`src/rtl/battleship_vga_renderer.sv`:
```
// battleship_vga_renderer: 640x480@60 VGA renderer for the 10x10 board with a per-frame shadow snapshot.
// Define BATTLESHIP_GRID_LINES_EN to draw 0x444 grid lines on cell edges.
module battleship_vga_renderer #(
  parameter int GRID_X0  = 120,
  parameter int GRID_Y0  = 40,
  parameter int CELL_PX  = 40,
  parameter int CURSOR_W = 2,
  parameter int H_VIS    = 640,
  parameter int H_FP     = 16,
  parameter int H_SYNC   = 96,
  parameter int H_BP     = 48,
  parameter int V_VIS    = 480,
  parameter int V_FP     = 10,
  parameter int V_SYNC   = 2,
  parameter int V_BP     = 33
) (
  input  logic         clk,
  input  logic         reset,
  input  logic [399:0] cell_state_flat,
  input  logic [6:0]   selected_cell,
  output logic         hsync,
  output logic         vsync,
  output logic [11:0]  rgb,
  output logic         video_active,
  output logic         frame_start
);
  localparam logic [9:0] H_MAX = 10'(H_VIS + H_FP + H_SYNC + H_BP - 1);
  localparam logic [9:0] V_MAX = 10'(V_VIS + V_FP + V_SYNC + V_BP - 1);
  localparam logic [9:0] HV = 10'(H_VIS), HS0 = 10'(H_VIS + H_FP), HS1 = 10'(H_VIS + H_FP + H_SYNC);
  localparam logic [9:0] VV = 10'(V_VIS), VS0 = 10'(V_VIS + V_FP), VS1 = 10'(V_VIS + V_FP + V_SYNC);
  localparam logic [9:0] GX0 = 10'(GRID_X0), GX1 = 10'(GRID_X0 + 10 * CELL_PX);
  localparam logic [9:0] GY0 = 10'(GRID_Y0), GY1 = 10'(GRID_Y0 + 10 * CELL_PX);
  localparam logic [5:0] C_LAST = 6'(CELL_PX - 1), C_W = 6'(CURSOR_W), C_WH = 6'(CELL_PX - CURSOR_W);
  logic [9:0]   hcnt_q, hcnt_d, vcnt_q, vcnt_d;
  logic [5:0]   hpx_q, hpx_d, vpx_q, vpx_d;
  logic [3:0]   col_q, col_d, row_q, row_d;
  logic [399:0] cells_q;
  logic [6:0]   sel_q;
  logic         hwrap, snap, in_grid, edge_px, line_px;
  logic [6:0]   idx;
  logic         s1_vis_q, s1_hs_q, s1_vs_q, s1_fs_q, s1_in_q, s1_cur_q, s1_line_q;
  logic [6:0]   s1_idx_q;
  logic [3:0]   st;
  logic [11:0]  rgb_d;
  // Sub-counters hold pixel-within-cell and cell column/row for the current hcnt/vcnt.
  always_comb begin
    hwrap = hcnt_q == H_MAX;
    hcnt_d = hwrap ? '0 : hcnt_q + 10'd1;
    vcnt_d = !hwrap ? vcnt_q : vcnt_q == V_MAX ? '0 : vcnt_q + 10'd1;
    hpx_d = (hcnt_d == GX0 || hpx_q == C_LAST) ? '0 : hpx_q + 6'd1;
    col_d = hcnt_d == GX0 ? '0 : hpx_q == C_LAST ? col_q + 4'd1 : col_q;
    vpx_d = !hwrap ? vpx_q : (vcnt_d == GY0 || vpx_q == C_LAST) ? '0 : vpx_q + 6'd1;
    row_d = !hwrap ? row_q : vcnt_d == GY0 ? '0 : vpx_q == C_LAST ? row_q + 4'd1 : row_q;
    snap = hcnt_q == '0 && vcnt_q == VV;
    idx = {row_q, 3'b0} + {2'b0, row_q, 1'b0} + {3'b0, col_q};
    in_grid = hcnt_q >= GX0 && hcnt_q < GX1 && vcnt_q >= GY0 && vcnt_q < GY1;
    edge_px = hpx_q < C_W || hpx_q >= C_WH || vpx_q < C_W || vpx_q >= C_WH;
`ifdef BATTLESHIP_GRID_LINES_EN
    line_px = hpx_q == '0 || vpx_q == '0 || hcnt_q == GX1 - 10'd1 || vcnt_q == GY1 - 10'd1;
`else
    line_px = 1'b0;
`endif
    st = cells_q[{s1_idx_q, 2'b0} +: 4];
    rgb_d = (!s1_vis_q || !s1_in_q) ? 12'h000 : s1_cur_q ? 12'hFF0 : s1_line_q ? 12'h444 :
            st == 4'd1 ? 12'hFFF : st == 4'd2 ? 12'hF80 : st == 4'd3 ? 12'hF00 : 12'h00A;
  end
  always_ff @(posedge clk or posedge reset)
    if (reset) begin
      hcnt_q <= '0;
      vcnt_q <= '0;
      hpx_q <= '0;
      vpx_q <= '0;
      col_q <= '0;
      row_q <= '0;
      cells_q <= '0;
      sel_q <= 7'd127;
      s1_vis_q <= 1'b0;
      s1_hs_q <= 1'b1;
      s1_vs_q <= 1'b1;
      s1_fs_q <= 1'b0;
      s1_in_q <= 1'b0;
      s1_cur_q <= 1'b0;
      s1_line_q <= 1'b0;
      s1_idx_q <= '0;
      hsync <= 1'b1;
      vsync <= 1'b1;
      rgb <= '0;
      video_active <= 1'b0;
      frame_start <= 1'b0;
    end else begin
      hcnt_q <= hcnt_d;
      vcnt_q <= vcnt_d;
      hpx_q <= hpx_d;
      vpx_q <= vpx_d;
      col_q <= col_d;
      row_q <= row_d;
      if (snap) begin
        cells_q <= cell_state_flat;
        sel_q <= selected_cell;
      end
      s1_vis_q <= hcnt_q < HV && vcnt_q < VV;
      s1_hs_q <= !(hcnt_q >= HS0 && hcnt_q < HS1);
      s1_vs_q <= !(vcnt_q >= VS0 && vcnt_q < VS1);
      s1_fs_q <= hcnt_q == '0 && vcnt_q == '0;
      s1_in_q <= in_grid;
      s1_cur_q <= in_grid && edge_px && idx == sel_q;
      s1_line_q <= line_px;
      s1_idx_q <= idx;
      hsync <= s1_hs_q;
      vsync <= s1_vs_q;
      video_active <= s1_vis_q;
      frame_start <= s1_fs_q;
      rgb <= rgb_d;
    end
endmodule
```
`config.mk`:
```
export PLATFORM = sky130hd
export DESIGN_NAME = battleship_vga_renderer
export DESIGN_NICKNAME = d
export VERILOG_FILES = /design/src/rtl/battleship_vga_renderer.sv
export SDC_FILE = /design/constraint.sdc
export NUM_CORES = 1
export LEC_CHECK = 0
export BUFFER_PORTS_ARGS = -buffer_cell sky130_fd_sc_hd__buf_2
export CELL_PAD_IN_SITES_DETAIL_PLACEMENT = 2
export CELL_PAD_IN_SITES_GLOBAL_PLACEMENT = 2
export CORE_AREA = 2 2 266 268
export DETAILED_ROUTE_END_ITERATION = 6
export DIE_AREA = 0 0 268 270
export GPL_TIMING_DRIVEN = 1
export PLACE_DENSITY = 0.74
export RECOVER_POWER = 25
export SLEW_MARGIN = 20
export SYNTH_ARGS = -nofsm -noshare
export SYNTH_HDL_FRONTEND = slang
export SYNTH_SLANG_ARGS = --single-unit
```
`constraint.sdc`:
```
create_clock -name clk -period 23.2 [get_ports clk]
set_clock_uncertainty 0.15 [all_clocks]
set_input_delay 5.8 -clock clk [delete_from_list [all_inputs] [get_ports clk]]
set_output_delay 5.8 -clock clk [all_outputs]
set_load 0.05 [all_outputs]
```
Word-level counts from Yosys, hierarchy flattened
Cells that the tools add are included.
Word-level totals
  input bits: 409
  bits in registers: 476
  word-level logic and storage cells: 93
Cells by class
  add/sub/neg operators: 8
  reductions and logical operators: 25
  shifts and indexed selects: 1
  $lt $le $gt $ge: 14
  eq/ne operators: 11
  multiplexer cells: 14
Operator list (number)
  $shiftx 400x10->4: 1
  $mux 12: 5
  $lt 10x10->1 const B: 3
  $lt 10x9->1 const B: 3
  $mux 10: 3
  $add 10x1->10 const B: 2
  $eq 10x10->1 const B: 2
  $logic_not 10->1: 2
  $mux 4: 4
  $add 6x1->6 const B: 2
  $eq 6x6->1 const B: 2
  $ge 6x6->1 const B: 2
  $lt 6x2->1 const B: 2
  $mux 6: 2
  $eq 10x6->1 const B: 1
  $eq 10x7->1 const B: 1
  $eq 10x9->1 const B: 1
  $ge 10x10->1 const B: 1
  $ge 10x6->1 const B: 1
  $ge 10x7->1 const B: 1
  $ge 10x9->1 const B: 1
  $logic_and 1x1->1: 10
  $add 4x1->4 const B: 2
  $eq 4x2->1 const B: 2
  other kinds (8): 17

Logic depth before layout (Yosys ltp)
  word-level depth: 7
  gate-level depth with buffers: 14
  depth with buffers taken out: 10

Least setup slack after synthesis
Ideal clock, no wire load.
  kind: reg-to-output
  start point: register rgb[10]
  end point: output rgb[10]
  path buffers: 1
  slack: 16.327 ns
  data arrival time: 0.923 ns
  cell stages (with the launch flop): 2
  path through: dfrtp_1 buf_4
RTL lines
  start: declaration: line 23  | output logic [11:0] rgb,
  start signal: assignment: line 113  | rgb <= rgb_d;
No word-level cell between the ends.

Worst setup path after layout
  start point: register s1_idx_q[1]
  end point: register rgb[7]
Between the ends
  word-level cells in the longest chain between the ends: 6
RTL lines
  start: declaration: line 42  | logic [6:0] s1_idx_q;
  start signal: assignment: line 108  | s1_idx_q <= idx;
  $shiftx 400x10->4 (*): line 63  | st = cells_q[{s1_idx_q, 2'b0} +: 4];
  $eq 4x2->1: line 65  | st == 4'd1 ? 12'hFFF : st == 4'd2 ? 12'hF80 : st == 4'd3 ? 12'hF00 : 12'h00A;
  $mux 12: line 65
  $mux 12 (*): line 65
  $mux 12 (*) (2 in series): line 64  | rgb_d = (!s1_vis_q || !s1_in_q) ? 12'h000 : s1_cur_q ? 12'hFF0 : s1_line_q ? 12'h444 :
  named net rgb_d[7]: line 44  | logic [11:0] rgb_d;
Mark *: on every way through the listed nets, which the timed path passes. The rest lies on a longest branch.
A chain may end at the register's enable or synchronous reset.

==> out/qor.txt <==
commonest cells after routing, fill and taps aside -> nand2_1, dfrtp_1, buf_2, nor2_1, nor3_1
unique cell type count in the Yosys netlist -> 71
main combinational cell family by area after synthesis -> simple AND/OR/NAND/NOR gates
most common cell after layout, fill and taps aside -> nand2_1
switch share -> 0.224
CTS tree -> yes
Nets -> 3175
simple-gate portion of the synthesized area -> 0.280
Initial Util -> 0.307
Top delay family on crit path -> buffers and inverters
io pins -> 425
Worst Setup End Kind -> flop
Synth top area share -> 0.537
top post-synthesis cells by area -> dfrtp_1, nand2_1, mux4_2, clkbuf_1, nor2_1
Power Dens Cells -> 67.4 nW/µm²
dominant cell type by area after synthesis -> dfrtp_1
TritonRoute pass-1 iters -> 5
CP max stage delay -> 2.34 ns
Sequential Power Share -> 0.470
postcts setup bufs -> 0
DIE AREA -> 72400 µm²
clk sink count -> 469
fraction of layout cells with a size suffix above 1 -> 0.205
drt wl/cell -> 21.8 µm
Layout area overhead -> 21.2%
Clock Power Share -> 0.495
CTS resizes -> 0
initial antenna violation count -> 9
number of synthesized flops with an enable pin -> 0
Post-Synth Adder-Cell Area -> 0.0107
count of state elements after synthesis -> 469
Max Root-Sink Buffers -> 3
clk slew on worst S/H paths -> 0.06 ns
Site Rows -> 97
worst path cell trace -> clkbuf_1 > clkbuf_1 > mux4_2 > mux2_1 > a22oi_1 > a21oi_1 > o221ai_1 > nand2b_1 > a21oi_1 > o21a_1
Rel. slew slack -> -1.11
Synth Instances -> 2397
Seq/Total Area, Yosys -> 0.551
grt ovf -> 0
Die Ht -> 270 µm
CP Launch Type -> flop
DP HPWL -> 58300 µm
placed cell areas -> 24200 µm²
critical path's slowest cell -> clkbuf_1
Worst-Margin Slew -> 3.17 ns
compound-gate portion of the synthesized area -> 0.0497
largest net degree at the start of global routing -> 205
Core ar. -> 69500 µm²
gpl congestion -> 0.786
first-pass GRT wire length -> 124000 µm
worst path bufs/invs -> 2
final setup violation count -> 0
critical path fanouts, max -> 54
# hold bufs at CTS -> 0
GRT Overall Usage -> 0.226
Internal -> 1350 µW
Vias/cell -> 4.92
synthesis warning total -> 0
Switching Power -> 391 µW
Post-synth top flop -> dfrtp_1
mapped cell area -> 21300 µm²
final worst hold slack -> 0.221 ns
die width -> 268 µm
Vias -> 18400
CP Class -> flop to flop
Syn Area/Cell -> 8.90 µm²
min Tclk post-route -> 9.05 ns
Pleak -> 0.0116 µW
max-cap violations -> 4
fin crit share -> 0.390
CP required -> 23.58 ns
status -> complete, but fails checks
Slew Limit Fails -> 155
Logic pwr share -> 0.035
mux contribution to synthesized area -> 0.0622
vias in the first global route -> 20900
worst hold path class -> flop to flop
RSZ-0062 raised after global routing -> false
H-tree Lvls -> 2
DRT iter0 DRCs -> 1189
setup TNS -> 0 ns
Post-route DRC -> 0
crit path DAT -> 9.43 ns
Final Hold Viols -> 0
Final ANT Viol Nets -> 0
Port-buffer cells -> 424
net count after synthesis -> 2823
CTS Root Cell -> clkbuf_16
Async S/R FF share, synth -> 1.00
violated checks -> capacitance limit, slew limit
Max rail drop VDD -> 50.6 µV
Peak Freq -> 110 MHz
xor-xnor portion of the synthesized cell area -> 0.0111
fin area -> 25900 µm²
CTS Buf Count -> 54
DRT Wirelength -> 81500 µm
Clock Latency Late Sink -> 0.59 ns
stage by stage:
stage | instances | total power [µW] | utilization | setup slack, ns
after detailed placement | 3633 | 897 | 0.347 | 13.56
after CTS | 3731 | 1770 | 0.373 | 14.20
after global routing | 3734 | 1800 | 0.372 | 13.52
after floorplan | 2397 | 846 | - | 4.19
final | 3736 | 1740 | 0.372 | 14.15
after global placement | 3633 | 896 | 0.347 | 13.73
final timing paths:
path                             start           to  slack, ns  cells after the start
setup reg to reg           s1_idx_q[1]       rgb[7]      14.15                     10
setup / recovery           s1_idx_q[1]       rgb[7]      14.15                     10
hold / removal                 s1_hs_q        hsync       0.22                      0
min in group asynchronous        reset  cells_q[94]       5.18                      2
max in group asynchronous        reset  s1_idx_q[0]      14.46                      5
hold reg to reg                s1_hs_q        hsync       0.22                      0
state kept, by name, summed over array words and instances, names as in the netlist:
name and cells:
vsync 1, sel_q 7, s1_fs_q 1, col_q 4, hcnt_q 10, s1_vs_q 1
s1_idx_q 7, rgb 5, hsync 1, s1_in_q 1, cells_q 400, s1_vis_q 1
s1_hs_q 1, s1_cur_q 1, video_active 1, hpx_q 6, vcnt_q 10, frame_start 1
row_q 4, vpx_q 6
cell usage after synthesis, types with 9 or more instances:
cell / n
dfrtp_1: 458
nand2_1: 1252
buf_2: 21
ha_1: 15
clkbuf_1: 100
inv_1: 18
xnor2_1: 14
buf_4: 14
nor3_1: 56
o21ai_0: 26
nand3_1: 22
nand2b_1: 9
mux4_2: 48
xor2_1: 13
a21oi_1: 28
dfstp_2: 11
a211oi_1: 33
nor2_1: 85
mux2i_1: 19
nand4_1: 10
nor2b_1: 10
power groups by stage:
stage	sequential [µW]	clock, µW	combinational [µW]
2_1_floorplan	834	0	12.6
3_3_place_gp	833	0	63.4
3_5_place_dp	833	0	63.7
4_1_cts	818	885	64.2
5_1_grt	818	915	67.0
6_report	818	863	61.1
cells by family after synthesis:
| family | after synthesis |
|---|---|
| compound gates | 152 |
| xor+xnor | 27 |
| fa+ha+maj | 17 |
| buf+inv | 167 |
| flops | 469 |
| mux | 72 |
| simple gates | 1493 |
final cells by class:
class                   count  area [µm²]
diodes                      5        12.5
clock buffers              88        1700
clock inverters            10        86.3
fillers                  7723       43700
inverters                  19        78.8
multi-input cells        1761        8810
flip-flops and latches    469       11800
well taps                 940        1180
repair buffers            444        2250
per-layer routing:
metal / track usage / wire length, µm / up-vias
met3: 0.0273 / 2760 / 102
met2: 0.402 / 42100 / 341
met5: 0 / 13 / -
met4: 0.0684 / 2060 / 2
li1: - / - / 8434
met1: 0.285 / 34600 / 9495
Note: power is estimated with default switching activity, not from simulation.
